`src/rtl/fb_rect_writer.sv`:
```
// fb_rect_writer: rectangle-fill pixel generator feeding the SDRAM WR1 write FIFO.
// Accepts fill commands on a valid/ready handshake and emits one framebuffer
// write per non-stalled cycle in row-major order. The rectangle is clipped at
// the right and bottom framebuffer edges and never wraps.
// Optional feature: define FB_CLEAR_EN to add the iCLEAR full-screen clear,
// which starts on the next iFRAME_SYNC and writes every address with CLEAR_COLOR.
module fb_rect_writer #(
  parameter int          FB_W_LOG2   = 8,
  parameter int          FB_H_LOG2   = 8,
  parameter logic [14:0] CLEAR_COLOR = 15'h0000,
  parameter int          WAIT_FRAME  = 0
) (
  input  logic                           iCLK,
  input  logic                           iRST,
  input  logic                           iCMD_VALID,
  output logic                           oCMD_READY,
  input  logic [FB_W_LOG2-1:0]           iCMD_X0,
  input  logic [FB_H_LOG2-1:0]           iCMD_Y0,
  input  logic [FB_W_LOG2:0]             iCMD_W,
  input  logic [FB_H_LOG2:0]             iCMD_H,
  input  logic [14:0]                    iCMD_COLOR,
`ifdef FB_CLEAR_EN
  input  logic                           iCLEAR,
`endif
  input  logic                           iFRAME_SYNC,
  input  logic                           iWR_FULL,
  output logic                           oWR,
  output logic [FB_H_LOG2+FB_W_LOG2-1:0] oWR_ADDR,
  output logic [15:0]                    oWR_DATA,
  output logic                           oBUSY,
  output logic                           oDONE
);

  // Extents are formed two bits wider than a coordinate so X0+W never wraps.
  localparam int XE_W = FB_W_LOG2 + 2;
  localparam int YE_W = FB_H_LOG2 + 2;
  localparam logic [XE_W-1:0] X_LIM = XE_W'(1) << FB_W_LOG2;
  localparam logic [YE_W-1:0] Y_LIM = YE_W'(1) << FB_H_LOG2;

  typedef enum logic [2:0] {
    IDLE,
    SETUP,
    SYNC,
    DRAW,
    DONE
`ifdef FB_CLEAR_EN
    ,
    CLR_WAIT,
    CLEAR
`endif
  } state_t;

  state_t                 state;
  logic                   ready_q;

  // Captured command and pixel walker.
  logic [FB_W_LOG2-1:0]   cmd_x0;
  logic [FB_H_LOG2-1:0]   cmd_y0;
  logic [FB_W_LOG2:0]     cmd_w;
  logic [FB_H_LOG2:0]     cmd_h;
  logic [14:0]            cmd_color;
  logic [FB_W_LOG2-1:0]   x_cur;
  logic [FB_H_LOG2-1:0]   y_cur;
  logic [FB_W_LOG2-1:0]   x_last;
  logic [FB_H_LOG2-1:0]   y_last;

  // Clipped last column/row: X0+W-1 saturated to the framebuffer edge.
  logic [XE_W-1:0]        x_sum_m1;
  logic [YE_W-1:0]        y_sum_m1;
  logic [FB_W_LOG2-1:0]   x_last_c;
  logic [FB_H_LOG2-1:0]   y_last_c;

  // Clip the registered command against the right and bottom edges.
  always_comb begin
    // NOTE: every always_comb output gets a value on every path (here by
    // straight-line assignment) so no latch can be inferred.
    x_sum_m1 = XE_W'(cmd_x0) + XE_W'(cmd_w) - XE_W'(1);
    y_sum_m1 = YE_W'(cmd_y0) + YE_W'(cmd_h) - YE_W'(1);
    x_last_c = (x_sum_m1 >= X_LIM) ? '1 : x_sum_m1[FB_W_LOG2-1:0];
    y_last_c = (y_sum_m1 >= Y_LIM) ? '1 : y_sum_m1[FB_H_LOG2-1:0];
  end

`ifdef FB_CLEAR_EN
  // A clear request pre-empts command acceptance in the same cycle.
  assign oCMD_READY = ready_q & ~iCLEAR;
`else
  assign oCMD_READY = ready_q;
`endif

  // Control FSM with registered outputs; walks the clipped rectangle one pixel
  // per cycle in which the write FIFO has room.
  always_ff @(posedge iCLK) begin
    // NOTE: sequential state uses non-blocking assignments only, so every
    // register samples pre-edge values regardless of statement order.
    if (iRST) begin
      // NOTE: only control and output registers are reset; the command and
      // walker registers are always loaded before they are read.
      state    <= IDLE;
      ready_q  <= 1'b1;
      oWR      <= 1'b0;
      oWR_ADDR <= '0;
      oWR_DATA <= '0;
      oBUSY    <= 1'b0;
      oDONE    <= 1'b0;
    end else begin
      oWR   <= 1'b0;
      oDONE <= 1'b0;
      unique case (state)
        IDLE: begin
`ifdef FB_CLEAR_EN
          if (iCLEAR) begin
            state   <= CLR_WAIT;
            ready_q <= 1'b0;
            oBUSY   <= 1'b1;
          end else
`endif
          if (iCMD_VALID) begin
            cmd_x0    <= iCMD_X0;
            cmd_y0    <= iCMD_Y0;
            cmd_w     <= iCMD_W;
            cmd_h     <= iCMD_H;
            cmd_color <= iCMD_COLOR;
            state     <= SETUP;
            ready_q   <= 1'b0;
            oBUSY     <= 1'b1;
          end
        end

        SETUP: begin
          x_cur  <= cmd_x0;
          y_cur  <= cmd_y0;
          x_last <= x_last_c;
          y_last <= y_last_c;
          if (cmd_w == '0 || cmd_h == '0) state <= DONE;
          else if (WAIT_FRAME != 0)       state <= SYNC;
          else                            state <= DRAW;
        end

        SYNC: begin
          if (iFRAME_SYNC) state <= DRAW;
        end

`ifdef FB_CLEAR_EN
        CLR_WAIT: begin
          if (iFRAME_SYNC) begin
            cmd_x0    <= '0;
            cmd_color <= CLEAR_COLOR;
            x_cur     <= '0;
            y_cur     <= '0;
            x_last    <= '1;
            y_last    <= '1;
            state     <= CLEAR;
          end
        end

        DRAW, CLEAR: begin
`else
        DRAW: begin
`endif
          // A full FIFO freezes the walker; address/data keep the last write.
          if (!iWR_FULL) begin
            oWR      <= 1'b1;
            oWR_ADDR <= {y_cur, x_cur};
            oWR_DATA <= {1'b0, cmd_color};
            if (x_cur == x_last) begin
              x_cur <= cmd_x0;
              if (y_cur == y_last) state <= DONE;
              else                 y_cur <= y_cur + FB_H_LOG2'(1);
            end else begin
              x_cur <= x_cur + FB_W_LOG2'(1);
            end
          end
        end

        DONE: begin
          oDONE   <= 1'b1;
          oBUSY   <= 1'b0;
          ready_q <= 1'b1;
          state   <= IDLE;
        end

        default: state <= IDLE;
      endcase
    end
  end

endmodule

```
`config.mk`:
```
export PLATFORM = sky130hd
export DESIGN_NAME = fb_rect_writer
export DESIGN_NICKNAME = d
export VERILOG_FILES = /design/src/rtl/fb_rect_writer.sv
export SDC_FILE = /design/constraint.sdc
export NUM_CORES = 1
export LEC_CHECK = 0
export CAP_MARGIN = 20
export CORE_UTILIZATION = 45
export CTS_BUF_LIST = sky130_fd_sc_hd__clkbuf_8 sky130_fd_sc_hd__clkbuf_16
export DETAILED_ROUTE_END_ITERATION = 7
export GPL_ROUTABILITY_DRIVEN = 0
export GPL_TIMING_DRIVEN = 0
export HOLD_SLACK_MARGIN = 0.1
export PLACE_DENSITY_LB_ADDON = 0.08
export SLEW_MARGIN = 20
export SYNTH_ARGS = -nofsm -noshare
export SYNTH_HDL_FRONTEND = slang
export SYNTH_SLANG_ARGS = --single-unit
```
`constraint.sdc`:
```
create_clock -name iCLK -period 6.9 [get_ports iCLK]
set_input_delay 1.035 -clock iCLK [delete_from_list [all_inputs] [get_ports iCLK]]
set_output_delay 1.035 -clock iCLK [all_outputs]
set_load 0.05 [all_outputs]
```
======== After elaboration in Yosys (flattened, before gate mapping) ========
Cells that the tools add are included.
storage, ports and cells
  register bits ........................... 119
  input port bits ......................... 54
  output and inout port bits .............. 36
  word-level logic and storage cells ...... 73
cells by class
  add/sub/neg operators ................... 6
  $lt $le $gt $ge ......................... 2
  equal/unequal tests ..................... 12
  muxes and demuxes ....................... 20
  bitwise gates (word level) .............. 3
  reductions and logical operators ........ 14
operators by type and width
  operator               number
  $mux 8                 5
  $pmux 8 s2             2
  $add 8x9->10           2
  $ge 10x9->1 const B    2
  $sub 10x1->10 const B  2
  $logic_not 9->1        2
  $mux 3                 6
  $add 8x1->8 const B    2
  $eq 8x8->1             2
  $ne 2x2->1 const B     6
  $pmux 3 s4             1
  $reduce_and 5->1       2
  $eq 3x2->1 const B     2
  $reduce_and 2->1       3
  $reduce_and 3->1       2
  $mux 1                 4
  $pmux 1 s2             2
  $reduce_bool 2->1      2
  $eq 3x1->1 const B     1
  $eq 3x3->1 const B     1
  $logic_not 3->1        1
  $not 1->1              3
  $reduce_or 2->1        1
  $logic_or 1x1->1       1

======== Logic depth before layout (Yosys ltp) ========
Gate-level depths: netlist of the first run.
  depth in word-level cells ............... 5
  mapped depth ............................ 12
  gate-level depth less buffers ........... 11

======== Least setup slack after synthesis of the first run ========
OpenSTA, ideal clock, no wires.
  path type ............................... input port to flip-flop
  from .................................... input iRST
  to ...................................... register cmd_color[0], enable pin
  library setup time ...................... 578 ps
  arrival ................................. 5986 ps
  data required time ...................... 6322 ps
  slack ................................... 336 ps
  cell stages on the path ................. 2
  buffers on the path ..................... 1
  cell sequence ........................... clkbuf_1 -> nor4bb_1
between the ends
  cells in the longest elaborated chain, start to end .. 2
RTL lines
  element                     RTL line  text
  from (decl)                 14        input logic iRST,
  $not 1->1 (no line)         -
  $reduce_and 3->1 (no line)  -
  to (signal assigned)        122       cmd_color <= iCMD_COLOR;
  to (decl)                   61        logic [14:0] cmd_color;
Every way passes these cells.
A chain may end at the register's enable or synchronous reset.

======== Final worst setup path of the first run ========
  from .................................... register cmd_w[1]
  to ...................................... register x_last[7], data pin
between the ends
  cells in the longest elaborated chain, start to end .. 3
RTL lines
  element                 RTL line  text
  from (decl)             59        logic [FB_W_LOG2:0] cmd_w;
  from (signal assigned)  120       cmd_w <= iCMD_W;
  $add 8x9->10 *          77        x_sum_m1 = XE_W'(cmd_x0) + XE_W'(cmd_w) - XE_W'(1);
  $sub 10x1->10 *         77
  $ge 10x9->1             79        x_last_c = (x_sum_m1 >= X_LIM) ? '1 : x_sum_m1[FB_W_LOG2-1:0];
  to (signal assigned)    132       x_last <= x_last_c;
  to (decl)               64        logic [FB_W_LOG2-1:0] x_last;
Mark *: on every way between the ends. The rest lies on a longest branch, timed or not.

==> flow_summary.ini, run 1 <==
[outcome]
status = completed

[drt]
drc = 0
avgViaCountPerCell = 4.827
dr.pass1.iters = 5
wl_met1_mm = 5.225
wire_per_inst_um = 13.60
vias = 3958
drt.antenna.violating_nets = 0
wl_met2_mm = 5.143
drt_iter0_drc = 172
top_layer = met4
met3_wirelength_um = 670
wl_mm = 11.15

[critical_path]
arrival_ps = 3050
reg2reg_depth = 10
path_cells = inv_1, ha_1, inv_1, ha_1, fa_1, a21o_1, a21oi_1, o31ai_1, xnor2_1, nand3_1
required_ps = 7030
endpoint_kind = flip-flop
critPathSlowestCell = xnor2_1
crit_fanout = 8
path_buf_inv = 2
worst_path_dominant_cell_family = adder cells
reg2reg_to = x_last[7]
reg2reg_setup_slack_ps = 3980
path_depth = 10
crit_start = cmd_w[1]
crit_path_end = x_last[7]
r2r_start = cmd_w[1]
start_kind = flip-flop
crit_type = reg2reg
critPathMaxStageDelay_ps = 520

[synthesis]
syn_area_per_cell_um2 = 10.78
yosys_warnings = 0
synth_cell_types = 55
synth-seq-area-share = 0.5609
synth-edff-count = 81
ys.flop_type = edfxtp_1
syn_area_um2 = 5693
synth_nets = 618
syn_inst = 528
ys_ff_latch = 119
synthArstFlopShare = 0

[timing]
fin_setup_tns_ps = 0
fin_crit_ps = 2921
fmax_mhz = 342.4
clock_skew_ps = 15.45
period_share = 0.4233
maxSlewHeadroom = 0.4655
setup_violations = 0
layout_setup_ws_ps = 3979
rsz0062_at_grt = false
drv_slew = 0
timing_hold_violations_final = 0
tightest_slew_ps = 801.8

[cts]
max-clock-path-buffers = 2
htree_levels = 4
root_buffer = clkbuf_16
numCtsBuffers = 17
clock_latency_ps = 420
post-cts-setup-buffer-count = 0
clkSlewWorstSetupHoldPaths_ps = 50
post_cts_resized = 0
cts_sinks = 119
ctsHoldBuffers = 0
cts_tree = built

[min_path]
hp-class = reg2reg

[placed_design]
hpwl_mm = 8.510
dp.cells = 788
place_ws_ps = 3593
portBuffers = 88

[global_routing]
grt_max_degree = 17
grt.overflow.total = 0
gr-usage-all-layers = 0.1877
grt_pass1_wl_mm = 18.45
first_global_vias = 3950
antenna_found_initial = 0

[pwr]
p_per_area_nw_per_um2 = 344.0
p_leak_nw = 2.882
fin_total_pwr_mw = 2.578
ir_drop_mv = 0.2422

[cells_and_area]
layout_common_cells = clkdlybuf4s50_1, nand2_1, edfxtp_1, inv_1, a21oi_1
final_core_util = 0.6162
drive_gt1_frac = 0.08436
layout_commonest_cell = clkdlybuf4s50_1
finalNetCount = 729
fin_cells = 820
area_growth_syn_to_layout_pct = 31.63
regArea_um2 = 3193
nFillCells = 1032
multi_input_area_um2 = 2173
antennaDiodeCount = 0

[floorplan]
start_util = 0.4681
die_w_um = 114.5
io_pins = 90
core-area_um2 = 12160
die_h_um = 114.5
num_rows = 40
dieArea_um2 = 13100

[flow_run]
maxCapViolations = 0
[worst min-delay path by stage]
stage,start,endpoint,slack (ps),cells after the start
final,oWR_DATA[7],oWR_DATA[7],450,2
after global routing,oWR_DATA[7],oWR_DATA[7],470,2
after CTS,oWR_DATA[5],oWR_DATA[5],450,2
after detailed placement,oWR_DATA[5],oWR_DATA[5],450,2
after global placement,oWR_DATA[5],oWR_DATA[5],440,2
after floorplan,cmd_color[0],oWR_DATA[0],470,2
[layer usage]
metal,track usage,vias up
met2,0.3014,106
li1,-,2047
met5,0,-
met4,0.07619,0
met1,0.2276,1793
met3,0.07094,12
[power by group]
part           switching, mW  internal [mW]  total (mW)
registers             0.0673          0.898       0.966
clock network          0.302          0.620       0.922
logic                  0.404          0.286       0.690
total                  0.773           1.80        2.58
[per-stage QoR]
| stage | instance area, um^2 | hold WS, ps |
|---|---|---|
| detailed placement | 6837 | 445.5 |
| global placement | 6784 | 440.1 |
| global route | 7493 | 468.0 |
| floorplan | 5693 | 471.3 |
| finish | 7493 | 452.3 |
| CTS | 7486 | 452.7 |
[sequential cells by signal, summed over array words and instances (netlist names)]
signal / count
oWR_DATA: 15
cmd_y0: 8
x_cur: 8
state: 3
cmd_h: 9
oWR_ADDR: 16
oDONE: 1
oBUSY: 1
cmd_x0: 8
y_last: 8
y_cur: 8
x_last: 8
oCMD_READY: 1
cmd_color: 15
cmd_w: 9
oWR: 1
[logic make-up (layout without fill, tap and decap cells)]
logic type,after synthesis,in the layout,synth area share
AND/OR/NAND/NOR,151,151,0.1308
flip-flops,119,119,0.5609
AO/OA/AOI/OAI,91,91,0.09605
buffers and inverters,87,211,0.06132
XOR/XNOR,38,38,0.05978
adder cells (fa/ha/maj),36,36,0.08176
multiplexers,5,5,0.008792
other,1,1,0.0006587
[area by class of cell]
type / count / area share
clock buffer: 24 / 0.07714
buffer: 18 / 0.01202
clock inverter: 8 / 0.009517
sequential: 119 / 0.4261
timing repair buffer: 92 / 0.1226
inverter: 69 / 0.03456
multi-input combinational: 322 / 0.2900
tap: 168 / 0.02805
[worst reg2reg max path, delay by kind of cell, from the launching register on]
| family | cells | cell delay (ps) |
|---|---|---|
| AO/OA/AOI/OAI | 3 | 600 |
| XOR/XNOR | 1 | 520 |
| adder cells (fa/ha/maj) | 3 | 920 |
| buffers and inverters | 2 | 100 |
| flip-flops | 1 | 340 |
| AND/OR/NAND/NOR | 1 | 160 |
[cells in the mapped netlist (3+ instances only)]
master,number,share of area
xnor2_1,15,0.023
a211oi_1,4,0.0053
nand4_1,7,0.0077
nor3_1,4,0.0035
o21ai_1,6,0.0053
edfxtp_1,81,0.43
ha_1,34,0.075
dfxtp_1,38,0.13
nor2_1,10,0.0066
xor2_1,22,0.034
nand3_1,15,0.013
and3_1,6,0.0066
inv_1,69,0.045
a21oi_1,48,0.042
nor4_1,4,0.0044
mux2i_1,5,0.0088
nand4b_1,3,0.0046
nand2_1,81,0.053
or3_1,3,0.0033
o21ai_0,13,0.011
o21a_1,3,0.0040
clkbuf_1,14,0.0092
a21o_1,5,0.0066
a211o_1,3,0.0046
(Power assumes the default switching activity.)
==> run 2, diff against run 1 <==
==> constraint.sdc (replaced) <==
create_clock -name iCLK -period 3.1 [get_ports iCLK]
set_input_delay 0.465 -clock iCLK [delete_from_list [all_inputs] [get_ports iCLK]]
set_output_delay 0.465 -clock iCLK [all_outputs]
set_load 0.05 [all_outputs]
==> flow_summary.ini, run 2 (synthesized netlist as in run 1, its figures left out) <==
[outcome]
status = completed

[placed_design]
hpwl_mm = 8.537
portBuffers = 88
dp.cells = 788

[cts]
numCtsBuffers = 17
cts_sinks = 119
clkSlewWorstSetupHoldPaths_ps = 50
root_buffer = clkbuf_16
max-clock-path-buffers = 2
post_cts_resized = 0
post-cts-setup-buffer-count = 0
ctsHoldBuffers = 0
cts_tree = built
clock_latency_ps = 410
htree_levels = 4

[drt]
wl_mm = 11.05
drc = 0
wire_per_inst_um = 13.47
vias = 4026
drt.antenna.violating_nets = 0
dr.pass1.iters = 6
drt_iter0_drc = 276
avgViaCountPerCell = 4.910

[critical_path]
r2r_start = cmd_y0[1]
required_ps = 3230
reg2reg_depth = 12
crit_start = cmd_y0[1]
reg2reg_to = y_last[7]
endpoint_kind = flip-flop
arrival_ps = 2940
start_kind = flip-flop
reg2reg_setup_slack_ps = 290
crit_type = reg2reg
crit_fanout = 8

[cells_and_area]
largest_register_ff_count = 16
fin_cells = 820
drive_gt1_frac = 0.08129
area_growth_syn_to_layout_pct = 30.35
antennaDiodeCount = 0
finalNetCount = 729
final_core_util = 0.6102
layout_commonest_cell = clkdlybuf4s50_1
layout_top_registers = oWR_ADDR (16), cmd_color (15), oWR_DATA (15)
layout_common_cells = clkdlybuf4s50_1, nand2_1, edfxtp_1, inv_1, a21oi_1
regMostFlops = oWR_ADDR

[timing]
fin_crit_ps = 2812
fmax_mhz = 355.6
setup_violations = 0
maxSlewHeadroom = 0.4654
drv_slew = 0
tightest_slew_ps = 801.9
fin_setup_tns_ps = 0
rsz0062_at_grt = false
timing_hold_violations_final = 0
period_share = 0.9071
clock_skew_ps = 5.374

[global_routing]
grt.overflow.total = 0
first_global_vias = 3822
grt_max_degree = 17
antenna_found_initial = 0
gr-usage-all-layers = 0.1865
grt_pass1_wl_mm = 18.23

[min_path]
hold_path_end = oWR_ADDR[8]
hold_path.startpoint = oWR_ADDR[8]
hold_depth = 2
hp-class = reg2reg

[floorplan]
start_util = 0.4681
num_rows = 40
dieArea_um2 = 13100
die_w_um = 114.5
core-area_um2 = 12160
io_pins = 90
die_h_um = 114.5

[pwr]
fin_total_pwr_mw = 5.517
p_leak_nw = 2.861
p_per_area_nw_per_um2 = 743.4
ir_drop_mv = 0.4146

[flow_run]
maxCapViolations = 0
## run 2: worst max-delay path by stage
stage / to / slack, ps / depth (start not counted)
after floorplan: cmd_color[0] / 280 / 3
after global placement: cmd_h[7] / -1000 / 3
after detailed placement: x_last[6] / 240 / 10
after CTS: x_last[6] / 220 / 10
after global routing: y_last[7] / 90 / 12
final: y_last[7] / 290 / 12
## run 2: final cells by class
type / count / area [um^2]
fill: 1030 / 4741
sequential: 119 / 3193
multi-input combinational: 322 / 2181
timing repair buffer: 92 / 918.4
clock buffer: 21 / 491.7
inverter: 69 / 259.0
tap: 168 / 210.2
buffer: 18 / 90.09
clock inverter: 11 / 77.57
## run 2: metal layers
layer / vias to the layer above / share of wire / global-route usage
met5: - / 0 / 0
met4: 0 / 0.016 / 0.07359
li1: 2044 / - / -
met3: 14 / 0.061 / 0.06723
met2: 94 / 0.46 / 0.2929
met1: 1874 / 0.47 / 0.2346
## run 2: power by group
part	internal, mW	switching (mW)	total [mW]
Clock	1.19	0.637	1.83
Combinational	0.640	0.897	1.54
Sequential	2.00	0.150	2.15
## run 2: critical path, stage by stage (launching register included)
cell and delay [ps]:
edfxtp_1 350, inv_1 110, ha_1 240, inv_1 60, ha_1 190, inv_1 60, fa_1 390, nor2b_1 150
o21ai_1 110, a211oi_1 300, or3_1 160, clkbuf_1 250, o2111ai_1 160
## run 2: stage by stage
stage                     hold WS, ps  instance area [um^2]  setup WS [ps]
after floorplan                 471.3                  5708          281.3
after global placement          440.3                  6799         -996.9
after detailed placement        447.0                  6837          238.7
after CTS                       454.2                  7406          224.8
after global routing            465.8                  7421          86.38
final                           451.7                  7421          288.0
==> run 3, diff against run 2 <==
--- a/config.mk
+++ b/config.mk
@@ -5,9 +5,12 @@
 export SDC_FILE = /design/constraint.sdc
 export NUM_CORES = 1
 export LEC_CHECK = 0
+export ABC_AREA = 0
 export CAP_MARGIN = 20
+export CORE_MARGIN = 10
 export CORE_UTILIZATION = 45
 export CTS_BUF_LIST = sky130_fd_sc_hd__clkbuf_8 sky130_fd_sc_hd__clkbuf_16
+export CTS_CLUSTER_SIZE = 16
 export DETAILED_ROUTE_END_ITERATION = 7
 export GPL_ROUTABILITY_DRIVEN = 0
 export GPL_TIMING_DRIVEN = 0
==> flow_summary.ini, run 3 (synthesized netlist as in run 1, its figures left out) <==
[outcome]
status = completed

[floorplan]
die_h_um = 132.5
die_w_um = 132.5
dieArea_um2 = 17550
num_rows = 41
start_util = 0.4548
core-area_um2 = 12520
io_pins = 90

[drt]
vias = 4047
drt.antenna.violating_nets = 0
avgViaCountPerCell = 4.905
wl_met1_mm = 5.612
met3_wirelength_um = 652
wire_per_inst_um = 14.49
drt_iter0_drc = 180
drc = 0
wl_mm = 11.96
wl_met2_mm = 5.400
top_layer = met4
dr.pass1.iters = 4

[critical_path]
critPathMaxStageDelay_ps = 490
arrival_ps = 2990
worst_path_dominant_cell_family = adder cells
path_buf_inv = 2
required_ps = 3230
path_cells = inv_1, ha_1, inv_1, ha_1, fa_1, a21o_1, a21oi_1, o31ai_1, xnor2_1, nand3_1
endpoint_kind = flip-flop
crit_fanout = 8
start_kind = flip-flop
crit_type = reg2reg
critPathSlowestCell = xnor2_1

[cts]
htree_levels = 4
numCtsBuffers = 17
root_buffer = clkbuf_16
clock_latency_ps = 420
ctsHoldBuffers = 0
cts_tree = built
post_cts_resized = 0
cts_sinks = 119
clkSlewWorstSetupHoldPaths_ps = 50
post-cts-setup-buffer-count = 0
max-clock-path-buffers = 2

[timing]
fin_crit_ps = 2863
period_share = 0.9237
drv_slew = 0
maxSlewHeadroom = 0.3128
fin_setup_tns_ps = 0
clock_skew_ps = 9.664
tightest_slew_ps = 1023
setup_violations = 0
timing_hold_violations_final = 0
worst_hold_slack_ps = 449.3
rsz0062_at_grt = false
fmax_mhz = 349.2

[cells_and_area]
nFillCells = 1138
antennaDiodeCount = 0
largest_register_ff_count = 16
layout_common_cells = clkdlybuf4s50_1, nand2_1, edfxtp_1, inv_1, a21oi_1
drive_gt1_frac = 0.07504
layout_commonest_cell = clkdlybuf4s50_1
layout_top_registers = oWR_ADDR (16), cmd_color (15), oWR_DATA (15)
area_growth_syn_to_layout_pct = 30.37
finalNetCount = 730
regMostFlops = oWR_ADDR

[global_routing]
gr-usage-all-layers = 0.1434
grt_max_degree = 17
first_global_vias = 4172
antenna_found_initial = 0
grt_pass1_wl_mm = 20.07
grt.overflow.total = 0

[pwr]
p_per_area_nw_per_um2 = 746.8
p_leak_nw = 2.834
ir_drop_mv = 0.3740
fin_total_pwr_mw = 5.543

[min_path]
hp-class = reg2reg

[flow_run]
maxCapViolations = 0

[placed_design]
hpwl_mm = 9.434
portBuffers = 88
run 3: cell types whose count changed in the layout (fill, tap and decap cells not counted), sizes merged:
| cell | change |
|---|---|
| clkinvlp | +4 |
| bufinv | +1 |
| inv | -1 |
| buf | +1 |
| clkbuf | -4 |
run 3: layout make-up:
| type | count | area [um^2] | share of cell area |
|---|---|---|---|
| Clock inverter | 15 | 140.1 | 0.01888 |
| Multi-Input combinational cell | 322 | 2166 | 0.2918 |
| Timing Repair Buffer | 93 | 933.4 | 0.1258 |
| Clock buffer | 17 | 425.4 | 0.05732 |
| Sequential cell | 119 | 3193 | 0.4302 |
| Tap cell | 172 | 215.2 | 0.02900 |
| Inverter | 69 | 259.0 | 0.03490 |
| Buffer | 18 | 90.09 | 0.01214 |
run 3: per-layer routing:
metal	GRT usage	vias to the layer above
met5	0	-
met3	0.04807	25
li1	-	2044
met4	0.07152	0
met2	0.2219	107
met1	0.1752	1871
run 3: where the power goes:
group | leakage [nW] | switching [mW] | internal [mW]
Sequential | 1.04 | 0.149 | 2.00
Clock | 0.270 | 0.687 | 1.17
Combinational | 1.53 | 0.900 | 0.643
Total | 2.83 | 1.74 | 3.81
run 3: path summary, 6_finish.rpt:
path,cells after the start,slack (ps),end,start
min,2,450,oWR_ADDR[0],oWR_ADDR[0]
max reg2reg,10,240,x_last[5],cmd_x0[1]
max,10,240,x_last[5],cmd_x0[1]
min reg2reg,2,450,oWR_ADDR[0],oWR_ADDR[0]
run 3: metrics by stage:
step	worst slack, ps	instances	cell area, um^2	util
global placement	-1045	788	6804	0.5436
finish	236.7	825	7422	0.5930
floorplan	281.3	528	5708	-
CTS	229.1	825	7422	0.5930
global route	22.29	825	7422	0.5930
detailed placement	254.9	793	6857	0.5478
run 3: worst min-delay path, delay by kind of cell (launching register included):
family,cells,cell delay [ps]
AO/OA/AOI/OAI,1,50
flip-flops,1,300
AND/OR/NAND/NOR,1,50
